<file path="config.mk">
export PLATFORM = sky130hd
export DESIGN_NAME = power_converter_ramp_flat
export DESIGN_NICKNAME = d
export VERILOG_FILES = /design/src/rtl/power_converter_ramp_if.sv /design/src/rtl/power_converter_ramp.sv /design/src/flat_wrapper.sv
export SDC_FILE = /design/constraint.sdc
export NUM_CORES = 1
export LEC_CHECK = 0
export BUFFER_PORTS_ARGS = -buffer_cell sky130_fd_sc_hd__buf_2
export CAP_MARGIN = 15
export CORE_UTILIZATION = 30
export DETAILED_ROUTE_END_ITERATION = 8
export GPL_TIMING_DRIVEN = 0
export PLACE_DENSITY_LB_ADDON = 0.1
export SLEW_MARGIN = 25
export SYNTH_ARGS = -nofsm -noshare
export SYNTH_HDL_FRONTEND = slang
export SYNTH_SLANG_ARGS = --single-unit
</file>
<file path="constraint.sdc">
create_clock -name clk -period 12 [get_ports clk]
set_input_delay 0.6 -clock clk [delete_from_list [all_inputs] [get_ports clk]]
set_output_delay 0.6 -clock clk [all_outputs]
set_load 0.01 [all_outputs]
</file>
<file path="src/rtl/power_converter_ramp_if.sv">
`default_nettype none
// ============================================================================
// Module      : power_converter_ramp_if
// Description : Sense-sample / drive-telemetry bundle for power_converter_ramp.
// Revision    : 1.0 - initial release
// ============================================================================
interface power_converter_ramp_if #(
  parameter int WIDTH  = 8,
  parameter int GAIN_W = 3
);
  logic              en;
  logic [WIDTH-1:0]  vin;
  logic [GAIN_W-1:0] gain;
  logic [WIDTH-1:0]  vout;
  logic              pgood;
  logic              fault;
  logic [1:0]        state;

  modport master (
    output en, vin, gain,
    input  vout, pgood, fault, state
  );

  modport slave (
    input  en, vin, gain,
    output vout, pgood, fault, state
  );
endinterface
`default_nettype wire

</file>
<file path="src/rtl/power_converter_ramp.sv">
`default_nettype none
// ============================================================================
// Module      : power_converter_ramp
// Description : Gain/saturate/slew-limited converter with soft-start,
//               power-good and latched over-voltage fault.
// Revision    : 1.0 - initial release
// ============================================================================
module power_converter_ramp #(
  parameter int WIDTH     = 8,
  parameter int GAIN_W    = 3,
  parameter int STEP      = 4,
  parameter int OV_LIMIT  = 240,
  parameter int OV_CYCLES = 3
) (
  input  logic                       clk,
  input  logic                       rst_n,
  power_converter_ramp_if.slave      conv_io
);

  localparam int PROD_W = WIDTH + GAIN_W;
  localparam int CNT_W  = (OV_CYCLES > 1) ? $clog2(OV_CYCLES) : 1;

  localparam logic [PROD_W-1:0] c_MAX_P    = {{GAIN_W{1'b0}}, {WIDTH{1'b1}}};
  localparam logic [WIDTH-1:0]  c_STEP     = WIDTH'(STEP);
  localparam logic [WIDTH-1:0]  c_OV_LIMIT = WIDTH'(OV_LIMIT);
  localparam logic [CNT_W-1:0]  c_OV_LAST  = CNT_W'(OV_CYCLES - 1);

  typedef enum logic [1:0] {
    S_IDLE  = 2'd0,
    S_RAMP  = 2'd1,
    S_REG   = 2'd2,
    S_FAULT = 2'd3
  } state_t;

  state_t             state_q, state_d;
  logic [WIDTH-1:0]   vout_q, vout_d;
  logic [CNT_W-1:0]   ov_cnt_q, ov_cnt_d;
  logic               pgood_q, fault_q;

  logic [PROD_W-1:0]  w_prod;
  logic [WIDTH-1:0]   w_target;
  logic [WIDTH-1:0]   w_diff;
  logic [WIDTH-1:0]   w_slew;
  logic               w_ov;

  // Full-width product so the saturation compare never sees a wrapped value.
  assign w_prod   = {{GAIN_W{1'b0}}, conv_io.vin} * {{WIDTH{1'b0}}, conv_io.gain};
  assign w_target = (w_prod > c_MAX_P) ? {WIDTH{1'b1}} : w_prod[WIDTH-1:0];
  assign w_ov     = (conv_io.vin > c_OV_LIMIT);

  always_comb begin
    w_diff = '0;
    w_slew = vout_q;
    if (w_target >= vout_q) begin
      w_diff = w_target - vout_q;
      w_slew = (w_diff <= c_STEP) ? w_target : (vout_q + c_STEP);
    end else begin
      w_diff = vout_q - w_target;
      w_slew = (w_diff <= c_STEP) ? w_target : (vout_q - c_STEP);
    end
  end

  always_comb begin
    state_d  = state_q;
    vout_d   = vout_q;
    ov_cnt_d = '0;
    case (state_q)
      S_IDLE: begin
        vout_d = '0;
        if (conv_io.en) state_d = S_RAMP;
      end
      S_RAMP, S_REG: begin
        // OV trip outranks enable drop on the same edge.
        if (w_ov && (ov_cnt_q == c_OV_LAST)) begin
          state_d = S_FAULT;
          vout_d  = '0;
        end else if (!conv_io.en) begin
          state_d = S_IDLE;
          vout_d  = '0;
        end else begin
          vout_d   = w_slew;
          ov_cnt_d = w_ov ? (ov_cnt_q + 1'b1) : '0;
          if ((state_q == S_RAMP) && (w_slew == w_target)) state_d = S_REG;
        end
      end
      S_FAULT: begin
        vout_d = '0;
        if (!conv_io.en) state_d = S_IDLE;
      end
      default: begin
        state_d = S_IDLE;
        vout_d  = '0;
      end
    endcase
  end

  always_ff @(posedge clk) begin
    if (!rst_n) begin
      state_q  <= S_IDLE;
      vout_q   <= '0;
      ov_cnt_q <= '0;
      pgood_q  <= 1'b0;
      fault_q  <= 1'b0;
    end else begin
      state_q  <= state_d;
      vout_q   <= vout_d;
      ov_cnt_q <= ov_cnt_d;
      pgood_q  <= (state_d == S_REG);
      fault_q  <= (state_d == S_FAULT);
    end
  end

  assign conv_io.vout  = vout_q;
  assign conv_io.pgood = pgood_q;
  assign conv_io.fault = fault_q;
  assign conv_io.state = state_q;

endmodule
`default_nettype wire
</file>
<file path="src/flat_wrapper.sv">
// flat-port wrapper written by rule: the top's interface ports become plain ports
module power_converter_ramp_flat 
#(
  parameter int WIDTH     = 8,
  parameter int GAIN_W    = 3,
  parameter int STEP      = 4,
  parameter int OV_LIMIT  = 240,
  parameter int OV_CYCLES = 3
)
  (clk, rst_n, conv_io_en, conv_io_vin, conv_io_gain, conv_io_vout, conv_io_pgood, conv_io_fault, conv_io_state);
  power_converter_ramp_if #(.WIDTH(WIDTH), .GAIN_W(GAIN_W)) conv_io_i ();
  input  logic clk;
  input  logic rst_n;
  input wire logic [$bits(conv_io_i.en)-1:0] conv_io_en;
  input wire logic [$bits(conv_io_i.vin)-1:0] conv_io_vin;
  input wire logic [$bits(conv_io_i.gain)-1:0] conv_io_gain;
  output wire logic [$bits(conv_io_i.vout)-1:0] conv_io_vout;
  output wire logic [$bits(conv_io_i.pgood)-1:0] conv_io_pgood;
  output wire logic [$bits(conv_io_i.fault)-1:0] conv_io_fault;
  output wire logic [$bits(conv_io_i.state)-1:0] conv_io_state;
  assign conv_io_i.en = conv_io_en;
  assign conv_io_i.vin = conv_io_vin;
  assign conv_io_i.gain = conv_io_gain;
  assign conv_io_vout = conv_io_i.vout;
  assign conv_io_pgood = conv_io_i.pgood;
  assign conv_io_fault = conv_io_i.fault;
  assign conv_io_state = conv_io_i.state;
  power_converter_ramp #(.WIDTH(WIDTH), .GAIN_W(GAIN_W), .STEP(STEP), .OV_LIMIT(OV_LIMIT), .OV_CYCLES(OV_CYCLES)) u_core (.clk(clk), .rst_n(rst_n), .conv_io(conv_io_i));
endmodule
</file>
# After elaboration in Yosys (flattened, before gate mapping)
# Cells that the tools add are included.
# Widths: inputs -> output; s select.
[word_totals]
inputBits = 14
regBits = 14
elab_cells = 46
[classes]
n_mul = 1
addsub = 5
magnitude_cmp = 5
bitwise = 4
eq_ne = 7
n_reduce_logical = 6
muxes = 13
[ops]
columns = ["op", "count"]
rows = [
  ["$mux 8", 6],
  ["$le 8x3->1 const B", 2],
  ["$pmux 8 s2", 1],
  ["$sub 8x8->8", 2],
  ["$gt 11x8->1 const B", 1],
  ["$mul 8x3->11", 1],
  ["$eq 2x2->1 const B", 5],
  ["$mux 2", 5],
  ["$add 8x3->8 const B", 1],
  ["$eq 8x8->1", 1],
  ["$ge 8x8->1", 1],
  ["$gt 8x8->1 const B", 1],
  ["$sub 8x3->8 const B", 1],
  ["$pmux 2 s3", 1],
  ["$reduce_or 5->1", 1],
  ["$not 1->1", 4],
  ["$reduce_or 2->1", 2],
  ["$add 2x1->2 const B", 1],
  ["$eq 2x1->1 const B", 1],
  ["$logic_and 1x1->1", 2],
  ["$logic_not 2->1", 1],
]

# Depth between registers and ports, before layout
# Gate-level depths: netlist of run 1.
[depth]
word_depth = 14
mapped_depth = 24
ltp_nobuf = 21

# Worst setup path before layout of run 1
# No wires, ideal clock.
[synth_timing]
path_kind = "in2reg"
start = "input conv_io_gain[0]"
end = "register u_core.state_q[0] (netlist: u_core.conv_io.state[0])"
arrival_ns = 5.479
setup_slack_ns = 6.406
cell_stages = 21
required_time_ns = 11.885
setup_time_ns = 0.115
path_cell_list = "clkbuf_1 nand2_1 fa_1 inv_1 ha_1 fa_1 a211oi_1 nor3_1 a211o_1 nor2_1 inv_1 ha_1 clkbuf_1 or3_4 a2111oi_4 o21ai_2 a32oi_2 o211ai_1 nor4_2 a41oi_1 and2_1"
[synth_between]
elab_chain_cells = 13
[synth_lines]
columns = ["element", "line", "source"]
rows = [
  ["start, declared", "flat_wrapper.sv:16", "input wire logic [$bits(conv_io_i.gain)-1:0] conv_io_gain;"],
  ["$mul 8x3->11 (*)", "power_converter_ramp.sv:47", "assign w_prod = {{GAIN_W{1'b0}}, conv_io.vin} * {{WIDTH{1'b0}}, conv_io.gain};"],
  ["$gt 11x8->1", "power_converter_ramp.sv:48", "assign w_target = (w_prod > c_MAX_P) ? {WIDTH{1'b1}} : w_prod[WIDTH-1:0];"],
  ["$mux 8 (*)", "power_converter_ramp.sv:48", ""],
  ["$sub 8x8->8, on equally long branches", "power_converter_ramp.sv:58, power_converter_ramp.sv:55", ""],
  ["$le 8x3->1, on equally long branches", "power_converter_ramp.sv:59, power_converter_ramp.sv:56", ""],
  ["$mux 8, on equally long branches", "power_converter_ramp.sv:59, power_converter_ramp.sv:56", ""],
  ["$mux 8", "power_converter_ramp.sv:54", "if (w_target >= vout_q) begin"],
  ["$eq 8x8->1 (*)", "power_converter_ramp.sv:83", "if ((state_q == S_RAMP) && (w_slew == w_target)) state_d = S_REG;"],
  ["$logic_and 1x1->1 (*)", "power_converter_ramp.sv:83", ""],
  ["$mux 2 (*)", "power_converter_ramp.sv:83", ""],
  ["$mux 2 (*)", "power_converter_ramp.sv:77", "end else if (!conv_io.en) begin"],
  ["$mux 2 (*)", "power_converter_ramp.sv:74", "if (w_ov && (ov_cnt_q == c_OV_LAST)) begin"],
  ["$pmux 2 s3 (*)", "power_converter_ramp.sv:67", "case (state_q)"],
  ["end signal, assigned", "power_converter_ramp.sv:105", "state_q <= state_d;"],
  ["end, declared", "power_converter_ramp.sv:35", "state_t state_q, state_d;"],
]
# Every way passes the cells marked *; elsewhere a longest branch is shown, timed or not.
# A chain may end at the register's enable or synchronous reset.

# Worst setup path in the final report of run 1
# Same ends and word-level chain as after synthesis.

==> results of run 1 <==
==> registers in the layout, indices dropped and copies added, names as in the netlist <==
name	count
u_core.conv_io.pgood	1
u_core.ov_cnt_q	2
u_core.conv_io.state	2
u_core.conv_io.vout	8
u_core.conv_io.fault	1
==> report_power, final <==
part           total [mW]  internal [mW]  switching [mW]
registers          0.0489         0.0474         0.00145
clock network      0.0489         0.0291          0.0198
logic               0.170         0.0655           0.104
==> cell families after synthesis <==
family / after synthesis
muxes: 2
xor gates and xnor gates: 19
and+or+nand+nor: 125
adders and majority gates: 38
DFF: 14
AOI/OAI and AO/OA: 83
buffers and inverters: 42
==> layout make-up <==
class	instances	area (um2)
Multi-Input combinational cell	267	1936
Timing Repair Buffer	24	120.1
Buffer	10	38.79
Fill cell	871	5010
Sequential cell	14	280.3
Clock buffer	4	55.05
Tap cell	102	127.6
Inverter	32	120.1
==> metal layers <==
metal	routed length (um)	up-vias	global-route usage [%]
met5	0	-	0
met1	3333	1065	22.54
li1	-	1202	-
met2	2821	33	27.53
met3	134	7	1.173
met4	102	0	3.439
==> through the flow <==
step           instances  utilization (%)  hold slack (ns)  power, mW  cell area, um2
5_1_grt              453            34.83           0.4361     0.2929            2678
2_1_floorplan        323                -           0.3912     0.1803            2375
3_5_place_dp         449            34.11           0.4045     0.2185            2623
6_report             453            34.83           0.4091     0.2675            2678
3_3_place_gp         449            34.11           0.4026     0.2180            2623
4_1_cts              453            34.83           0.4143     0.2684            2678
==> Yosys cell counts, types with 5 or more instances <==
| master | n | area, um2 |
|---|---|---|
| a211oi_1 | 7 | 52.55 |
| o22ai_1 | 6 | 37.54 |
| nand2_1 | 33 | 123.9 |
| dfxtp_1 | 14 | 280.3 |
| o211ai_1 | 5 | 37.54 |
| o21ai_0 | 14 | 70.07 |
| nor2b_1 | 5 | 31.28 |
| a21oi_1 | 16 | 80.08 |
| nand3_1 | 9 | 45.04 |
| nor3_1 | 12 | 60.06 |
| nor2_1 | 36 | 135.1 |
| ha_1 | 31 | 387.9 |
| xor2_1 | 7 | 61.31 |
| inv_1 | 30 | 112.6 |
| xnor2_1 | 12 | 105.1 |
| clkbuf_1 | 8 | 30.03 |
| fa_1 | 7 | 140.1 |
| and2_1 | 7 | 43.79 |
==> worst max-delay path, cell delays in order <==
cell and delay (ns):
clkbuf_1 0.28, nand2_1 0.12, fa_1 0.49, inv_1 0.05, ha_1 0.21, fa_1 0.43, a211oi_1 0.32, nor3_1 0.14
a211o_1 0.37, nor2_1 0.39, inv_1 0.16, ha_1 0.34, clkbuf_1 0.33, o21ai_0 0.30, a221oi_2 0.36, nand4_2 0.30
a32oi_2 0.28, o211ai_1 0.14, nor4_2 0.35, a41oi_1 0.22, and2_1 0.20
==> worst paths after layout <==
path,from,to,slack (ns)
worst min register to register,u_core.ov_cnt_q[0],u_core.ov_cnt_q[0],0.41
worst max register to register,u_core.conv_io.vout[4],u_core.conv_io.state[0],8.19
worst min-delay path,u_core.ov_cnt_q[0],u_core.ov_cnt_q[0],0.41
worst max-delay path,conv_io_gain[0],u_core.conv_io.state[0],5.77
==> metrics.yaml, run 1 <==
status: "finished clean"
tightest_slew_ns: 0.5485
ioPinCount: 26
place.gp.congestion: 0.8308
synth_seq_cells: 14
ctsResizeCount: 0
ys_async_sr_fraction_pct: 0
numCtsBuffers: 3
synth_xor_area_share_pct: 7.007
grt_max_degree: 11
start_kind: "input port"
synth-edff-count: 0
insertion_delay_ns: 0.25
power_density_nw_per_um2: 99.90
synth_flop_cell: "dfxtp_1"
cp_data_arrival_time_ns: 6.38
whs_path_depth: 1
critPathKind: "in -> reg"
cts_hold_buf: 0
synth_top_family_by_area: "simple AND/OR/NAND/NOR gates"
synthMuxAreaShare_pct: 0.8430
synth_compound_area_share_pct: 25.61
first_iter_violations: 78
avgSynthCellArea_um2: 7.352
htree_levels: 1
antenna_found_initial: 0
initial_utilization_pct: 30.89
dr.pass1.iters: 4
vdd_drop_max_mv: 0.03470
synth_cells: 323
avgViaCountPerCell: 5.093
synth_nets: 375
setup_violations: 0
synth-adder-area-share_pct: 22.23
layout_common_cells: "nor2_1 (36), nand2_1 (33), ha_1 (31), inv_1 (30), buf_2 (25)"
grt_remaining_overflow: 0
final_common_cell: "nor2_1"
n_antenna_cell: 0
std_cell_rows: 32
crit_required_ns: 12.15
cts_root_buffer: "clkbuf_8"
synth-simple-area-share_pct: 25.82
routedWlPerCell_um: 14.11
ys_warn_count: 0
fin_tns_setup_ns: 0
syn_to_final_growth_pct: 12.75
via_count: 2307
maxCapViolCount: 0
synth.distinct_cells: 63
rsz0062_at_grt: "false"
numClockSinks: 14
place_hpwl_mm: 5.317
dieArea_um2: 8276
place.port_buffers: 24
clock.fmax_ghz: 0.1604
grt_pass1_vias: 2268
leakage_nw: 1.208
cp_max_fo: 10
finalCriticalPeriod_ns: 6.233
grt_first_pass_wirelength_mm: 10.92
min_path_type: "reg -> reg"
cts_tree: "built"
reg2reg_depth: 12
fin_skew_ns: 0.002950
slew_viol_final: 0
cts_max_path_buffers: 2
drive_gt1_share_pct: 11.68
grtUsageTotal_pct: 16.25
wirelength_mm: 6.391
report.final.hold_viol_count: 0
synth_area_um2: 2375
slew_headroom_pct: 63.44
ys_seq_area_share_pct: 11.80
fp.coreArea_um2: 7687
drc: 0
nets: 404
final.period_utilization_pct: 51.94
cp-end-kind: "flop"
die_h_um: 90.97
setup_ws_ns: 5.767
fp.dieW_um: 90.97
ant_nets: 0
dpl_worst_slack_ns: 5.503
clkTransAtPathRegs_ns: 0.07
cts_setup_buffers: 0
Note: power is estimated with default switching activity, not from simulation.
==> run 2: changes to the inputs <==
==> constraint.sdc (replaced) <==
create_clock -name clk -period 6.3 [get_ports clk]
set_input_delay 0.315 -clock clk [delete_from_list [all_inputs] [get_ports clk]]
set_output_delay 0.315 -clock clk [all_outputs]
set_load 0.01 [all_outputs]
==> metrics.yaml, run 2 (synthesis gave the netlist of run 1 again) <==
status: "finished clean"  # unchanged
htree_levels: 1  # unchanged
nets: 405  # was 404
cp_data_arrival_time_ns: 5.96  # was 6.38 ns
avgViaCountPerCell: 5.084  # was 5.093
place_hpwl_mm: 5.317  # unchanged
fin_skew_ns: 0.003475  # was 0.002950 ns
num-fill-cells: 871  # unchanged
cts_hold_buf: 0  # unchanged
maxCapViolCount: 0  # unchanged
antenna_found_initial: 0  # unchanged
reg2reg_from: "u_core.conv_io.vout[4]"  # unchanged
min_path_type: "in -> reg"  # was reg -> reg
fp.dieW_um: 90.97  # unchanged
numCtsBuffers: 3  # unchanged
grt_first_pass_wirelength_mm: 10.92  # unchanged
cts_max_path_buffers: 2  # unchanged
largest_register_ff_count: 8  # unchanged
ant_nets: 0  # unchanged
initial_utilization_pct: 30.89  # unchanged
rsz0062_at_grt: "false"  # unchanged
cp_max_fo: 10  # unchanged
layout_common_cells: "nor2_1 (35), nand2_1 (33), inv_1 (30), ha_1 (30), buf_2 (25)"  # was nor2_1 (36), nand2_1 (33), ha_1 (31), inv_1 (30), buf_2 (25)
power_density_nw_per_um2: 191.4  # was 99.90 nW/um2
vdd_drop_max_mv: 0.06797  # was 0.03470 mV
setup_violations: 0  # unchanged
drive_gt1_share_pct: 13.07  # was 11.68%
tightest_slew_ns: 0.5527  # was 0.5485 ns
dr.pass1.iters: 4  # unchanged
std_cell_rows: 32  # unchanged
crit_required_ns: 6.45  # was 12.15 ns
syn_to_final_growth_pct: 13.49  # was 12.75%
fp.coreArea_um2: 7687  # unchanged
numClockSinks: 14  # unchanged
final.period_utilization_pct: 92.21
critPathKind: "in -> reg"  # unchanged
endpoint: "u_core.conv_io.state[0]"  # unchanged
clock.fmax_ghz: 0.1721
insertion_delay_ns: 0.25  # about the same
start_kind: "input port"  # unchanged
grt_pass1_vias: 2268  # unchanged
n_antenna_cell: 0  # unchanged
slew_headroom_pct: 63.15  # was 63.44%
grt_max_degree: 11  # unchanged
place_area_um2: 2623  # unchanged
wirelength_mm: 6.425  # was 6.391 mm
finalCriticalPeriod_ns: 5.809
cp-end-kind: "flop"  # unchanged
final_cell_count_no_fill: 454  # was 453
first_iter_violations: 66  # was 78
routedWlPerCell_um: 14.15  # was 14.11 um
leakage_nw: 1.216  # was 1.208 nW
ioPinCount: 26  # unchanged
grt_remaining_overflow: 0  # unchanged
via_count: 2308  # was 2307
slew_viol_final: 0  # unchanged
rrSetupSlack_ns: 2.49  # was 8.19 ns
report.final.hold_viol_count: 0  # unchanged
timing.critical_path.from: "conv_io_gain[0]"  # unchanged
cts_tree: "built"  # unchanged
fin_tns_setup_ns: 0  # unchanged
place.port_buffers: 24  # unchanged
dieArea_um2: 8276  # unchanged
hold_ws_ns: 0.2986  # was 0.4091 ns
cts_root_buffer: "clkbuf_8"  # unchanged
drc: 0  # unchanged
reg2reg_depth: 12  # unchanged
die_h_um: 90.97  # unchanged
grtUsageTotal_pct: 16.25  # unchanged
place.gp.congestion: 0.8308  # unchanged
rr_endpoint: "u_core.conv_io.state[0]"  # unchanged
clkTransAtPathRegs_ns: 0.07  # about the same
final_common_cell: "nor2_1"  # unchanged
final_area_um2: 2695  # was 2678 um2
dp_cells: 449  # unchanged
## run 2: per-layer routing
layer | track usage (%) | wire length, um | vias to the layer above
met4 | 3.439 | 79 | 0
met2 | 27.53 | 2850 | 33
met5 | 0 | 0 | -
li1 | - | - | 1204
met1 | 22.54 | 3380 | 1067
met3 | 1.173 | 115 | 4
## run 2: worst max-delay path: stages
cell and delay, ns:
clkbuf_1 0.28, nand2_1 0.12, fa_1 0.49, inv_1 0.05, ha_1 0.21, fa_1 0.43, a211oi_1 0.32, nor3_1 0.14
a211o_1 0.37, nor2_2 0.28, inv_1 0.13, ha_1 0.33, clkbuf_1 0.33, o21ai_0 0.30, a221oi_2 0.36, nand4_2 0.30
a32oi_2 0.28, o211ai_1 0.14, nor4_2 0.35, a41oi_1 0.22, and2_1 0.20
## run 2: where the power goes
part	leakage, nW	internal [mW]	switching, mW	total (mW)
clock network	0.0288	0.0555	0.0379	0.0933
logic	1.07	0.129	0.200	0.329
registers	0.113	0.0904	0.00277	0.0931
## run 2: repair_timing
action                                  CTS  global route
gates resized for setup                   0             3
buffers inserted                          0             2
endpoints found under the setup margin    0             5
## run 2: layout make-up
cell class                 count  area [um2]  area share [%]
multi-input combinational    267        1942           72.05
inverter                      32       120.1           4.457
tap                          102       127.6           4.735
timing repair buffer          26       135.1           5.014
clock buffer                   4       55.05           2.043
buffer                         9       35.03           1.300
sequential                    14       280.3           10.40
## run 2: worst min path at each step
stage	depth (start not counted)	startpoint	slack [ns]	endpoint
finish	2	rst_n	0.30	u_core.conv_io.state[0]
global route	2	rst_n	0.31	u_core.conv_io.state[0]
global placement	1	u_core.ov_cnt_q[0]	0.40	u_core.ov_cnt_q[0]
detailed placement	1	u_core.ov_cnt_q[0]	0.40	u_core.ov_cnt_q[0]
CTS	2	rst_n	0.30	u_core.conv_io.state[0]
floorplan	1	u_core.ov_cnt_q[0]	0.39	u_core.ov_cnt_q[0]
## run 2: through the flow
step | total power [mW] | utilization, % | setup WS [ns]
detailed placement | 0.4162 | 34.11 | 0.08827
CTS | 0.5112 | 34.83 | 0.3350
floorplan | 0.3435 | - | 0.9912
global route | 0.5639 | 35.06 | 0.02916
global placement | 0.4153 | 34.11 | 0.1183
finish | 0.5158 | 35.06 | 0.4905
==> run 3: changes to the inputs <==
--- a/config.mk
+++ b/config.mk
@@ -7,7 +7,7 @@
 export LEC_CHECK = 0
 export BUFFER_PORTS_ARGS = -buffer_cell sky130_fd_sc_hd__buf_2
 export CAP_MARGIN = 15
-export CORE_UTILIZATION = 30
+export CORE_UTILIZATION = 60
 export DETAILED_ROUTE_END_ITERATION = 8
 export GPL_TIMING_DRIVEN = 0
 export PLACE_DENSITY_LB_ADDON = 0.1
==> metrics.yaml, run 3 (synthesis gave the netlist of run 1 again) <==
status: "finished clean"  # unchanged
ant_nets: 0  # unchanged
cp-end-kind: "flop"  # unchanged
setup_violations: 0  # unchanged
numCtsBuffers: 3  # unchanged
place_hpwl_mm: 4.436  # was 5.317 mm
slew_viol_final: 0  # unchanged
clkTransAtPathRegs_ns: 0.06  # was 0.07 ns
place.port_buffers: 24  # unchanged
setup_ws_ns: 0.4626  # was 0.4905 ns
largest_register_ff_count: 8  # unchanged
path_cells: "clkbuf_1 -> nand2_1 -> fa_1 -> inv_1 -> ha_1 -> fa_1 -> a211oi_1 -> nor3_1 -> a211oi_2 -> o21a_1 -> inv_1 -> ha_1 -> clkbuf_1 -> a21oi_1 -> nand3b_1 -> o311a_1 -> nor2_1 -> buf_2 -> o211ai_1 -> o21ai_1 -> o22ai_1 -> nor4_2 -> a41oi_1 -> and2_1"  # was clkbuf_1 -> nand2_1 -> fa_1 -> inv_1 -> ha_1 -> fa_1 -> a211oi_1 -> nor3_1 -> a211o_1 -> nor2_2 -> inv_1 -> ha_1 -> clkbuf_1 -> o21ai_0 -> a221oi_2 -> nand4_2 -> a32oi_2 -> o211ai_1 -> nor4_2 -> a41oi_1 -> and2_1
vdd_drop_max_mv: 0.1234  # was 0.06797 mV
via_count: 2365  # was 2308
pwr-share-seq_pct: 18.3  # was 18.1%
routedWlPerCell_um: 14.03  # was 14.15 um
min_path_type: "in -> reg"  # unchanged
rsz0062_at_grt: "false"  # unchanged
clock.fmax_ghz: 0.1713  # was 0.1721 GHz
critPathMaxStageDelay_ns: 0.48  # was 0.49 ns
utilization_pct: 70.51  # was 35.06%
n_antenna_cell: 0  # unchanged
p_int_mw: 0.2723  # was 0.2752 mW
report.final.hold_viol_count: 0  # unchanged
final_common_cell: "nor2_1"  # unchanged
insertion_delay_ns: 0.26  # was 0.25 ns
cts_root_buffer: "clkbuf_8"  # unchanged
power.share.combinational_pct: 63.0  # was 63.9%
std_cell_rows: 22  # was 32
cp_data_arrival_time_ns: 5.99  # was 5.96 ns
drive_gt1_share_pct: 12.22  # was 13.07%
leakage_nw: 1.212  # was 1.216 nW
final.period_utilization_pct: 92.66  # was 92.21%
slew_headroom_pct: 66.95  # was 63.15%
regArea_um2: 280.3  # unchanged
place.gp.congestion: 0.9653  # was 0.8308
critPathKind: "in -> reg"  # unchanged
use_met2_pct: 51.43  # was 27.53%
first_iter_violations: 198  # was 66
grt_max_degree: 11  # unchanged
hold_ws_ns: 0.3018  # was 0.2986 ns
grt_use_met3_pct: 4.754  # was 1.173%
cp_num_buf_inv: 5  # was 4
swShare_pct: 46.33  # was 46.65%
cts_max_path_buffers: 2  # unchanged
antenna_found_initial: 0  # unchanged
grt_busiest_layer: "met2"  # unchanged
fp.coreArea_um2: 3716  # was 7687 um2
num-fill-cells: 354  # was 871
wirelength_mm: 5.612  # was 6.425 mm
fin_tns_setup_ns: 0  # unchanged
grt_pass1_vias: 2208  # was 2268
avgViaCountPerCell: 5.913  # was 5.084
final_area_um2: 2620  # was 2695 um2
crit_required_ns: 6.45  # about the same
grtUsageTotal_pct: 28.60  # was 16.25%
power_density_nw_per_um2: 193.7  # was 191.4 nW/um2
switching_power_mw: 0.2351  # was 0.2406 mW
multi_input_area_um2: 1938  # was 1942 um2
layout_common_cells: "nor2_1 (35), nand2_1 (33), ha_1 (31), inv_1 (30), buf_2 (25)"  # was nor2_1 (35), nand2_1 (33), inv_1 (30), ha_1 (30), buf_2 (25)
drc: 0  # unchanged
htree_levels: 1  # unchanged
grt_first_pass_wirelength_mm: 9.515  # was 10.92 mm
nets: 405  # unchanged
power_mw: 0.5074  # was 0.5158 mW
dieArea_um2: 4213  # was 8276 um2
start_kind: "input port"  # unchanged
fp.dieW_um: 64.91  # was 90.97 um
cp_slowest_cell: "fa_1"  # unchanged
cp_max_fo: 10  # unchanged
finalCriticalPeriod_ns: 5.837  # was 5.809 ns
clock_power_share_pct: 18.7  # was 18.1%
ioPinCount: 26  # unchanged
tightest_slew_ns: 0.4906  # was 0.5527 ns
syn_to_final_growth_pct: 10.33  # was 13.49%
fin_skew_ns: 0.004619  # was 0.003475 ns
grt_remaining_overflow: 0  # unchanged
initial_utilization_pct: 63.91  # was 30.89%
dpl_worst_slack_ns: 0.08559  # was 0.08827 ns
dp_cells: 395  # was 449
numClockSinks: 14  # unchanged
crit_family: "compound AO/OA/AOI/OAI gates"  # unchanged
dr.pass1.iters: 6  # was 4
final_cell_count_no_fill: 400  # was 454
place_area_um2: 2555  # was 2623 um2
die_h_um: 64.91  # was 90.97 um
maxCapViolCount: 0  # unchanged
use_met1_pct: 34.55  # was 22.54%
cts_tree: "built"  # unchanged
run 3: path summary, 6_finish.rpt:
path | from | endpoint | slack (ns) | cells after the start
max | conv_io_gain[0] | u_core.conv_io.state[0] | 0.46 | 24
min reg2reg | u_core.ov_cnt_q[0] | u_core.ov_cnt_q[0] | 0.42 | 1
min | rst_n | u_core.conv_io.state[0] | 0.30 | 2
max reg2reg | u_core.conv_io.vout[4] | u_core.conv_io.state[0] | 2.49 | 12
run 3: per-layer routing:
layer  wire length (um)  vias up  share of wire (%)
li1                   -     1200                  -
met1               2602     1085                 46
met2               2679       69                 48
met3                260       11                4.6
met4                 70        0                1.2
met5                  0        -                  0
run 3: power groups by stage:
| stage | clock, mW | combinational [mW] | sequential, mW |
|---|---|---|---|
| after floorplan | 0 | 0.248 | 0.0954 |
| after global placement | 0 | 0.308 | 0.0951 |
| after detailed placement | 0 | 0.311 | 0.0951 |
| after CTS | 0.0946 | 0.314 | 0.0931 |
| after global routing | 0.0990 | 0.357 | 0.0933 |
| final | 0.0949 | 0.319 | 0.0931 |
run 3: cell type report:
class,instances,area share (%)
Multi-Input combinational cell,267,73.97
Inverter,32,4.585
Sequential cell,14,10.70
Timing Repair Buffer,25,4.871
Clock buffer,4,2.101
Tap cell,48,2.292
Buffer,10,1.480
run 3: repair_timing:
| action | in CTS | in global routing |
|---|---|---|
| gates resized for setup | 0 | 1 |
| endpoints found under the setup margin | 0 | 5 |
| setup buffers | 0 | 1 |
| hold buffers | 0 | 0 |
| hold endpoints to repair | 0 | 0 |
run 3: worst register-to-register path, delay by kind of cell (launching register included):
kind / cells / cell delay [ns]
flops: 1 / 0.39
fa+ha+maj: 1 / 0.37
simple gates: 3 / 1.01
buf+inv: 3 / 0.72
compound gates: 5 / 1.21
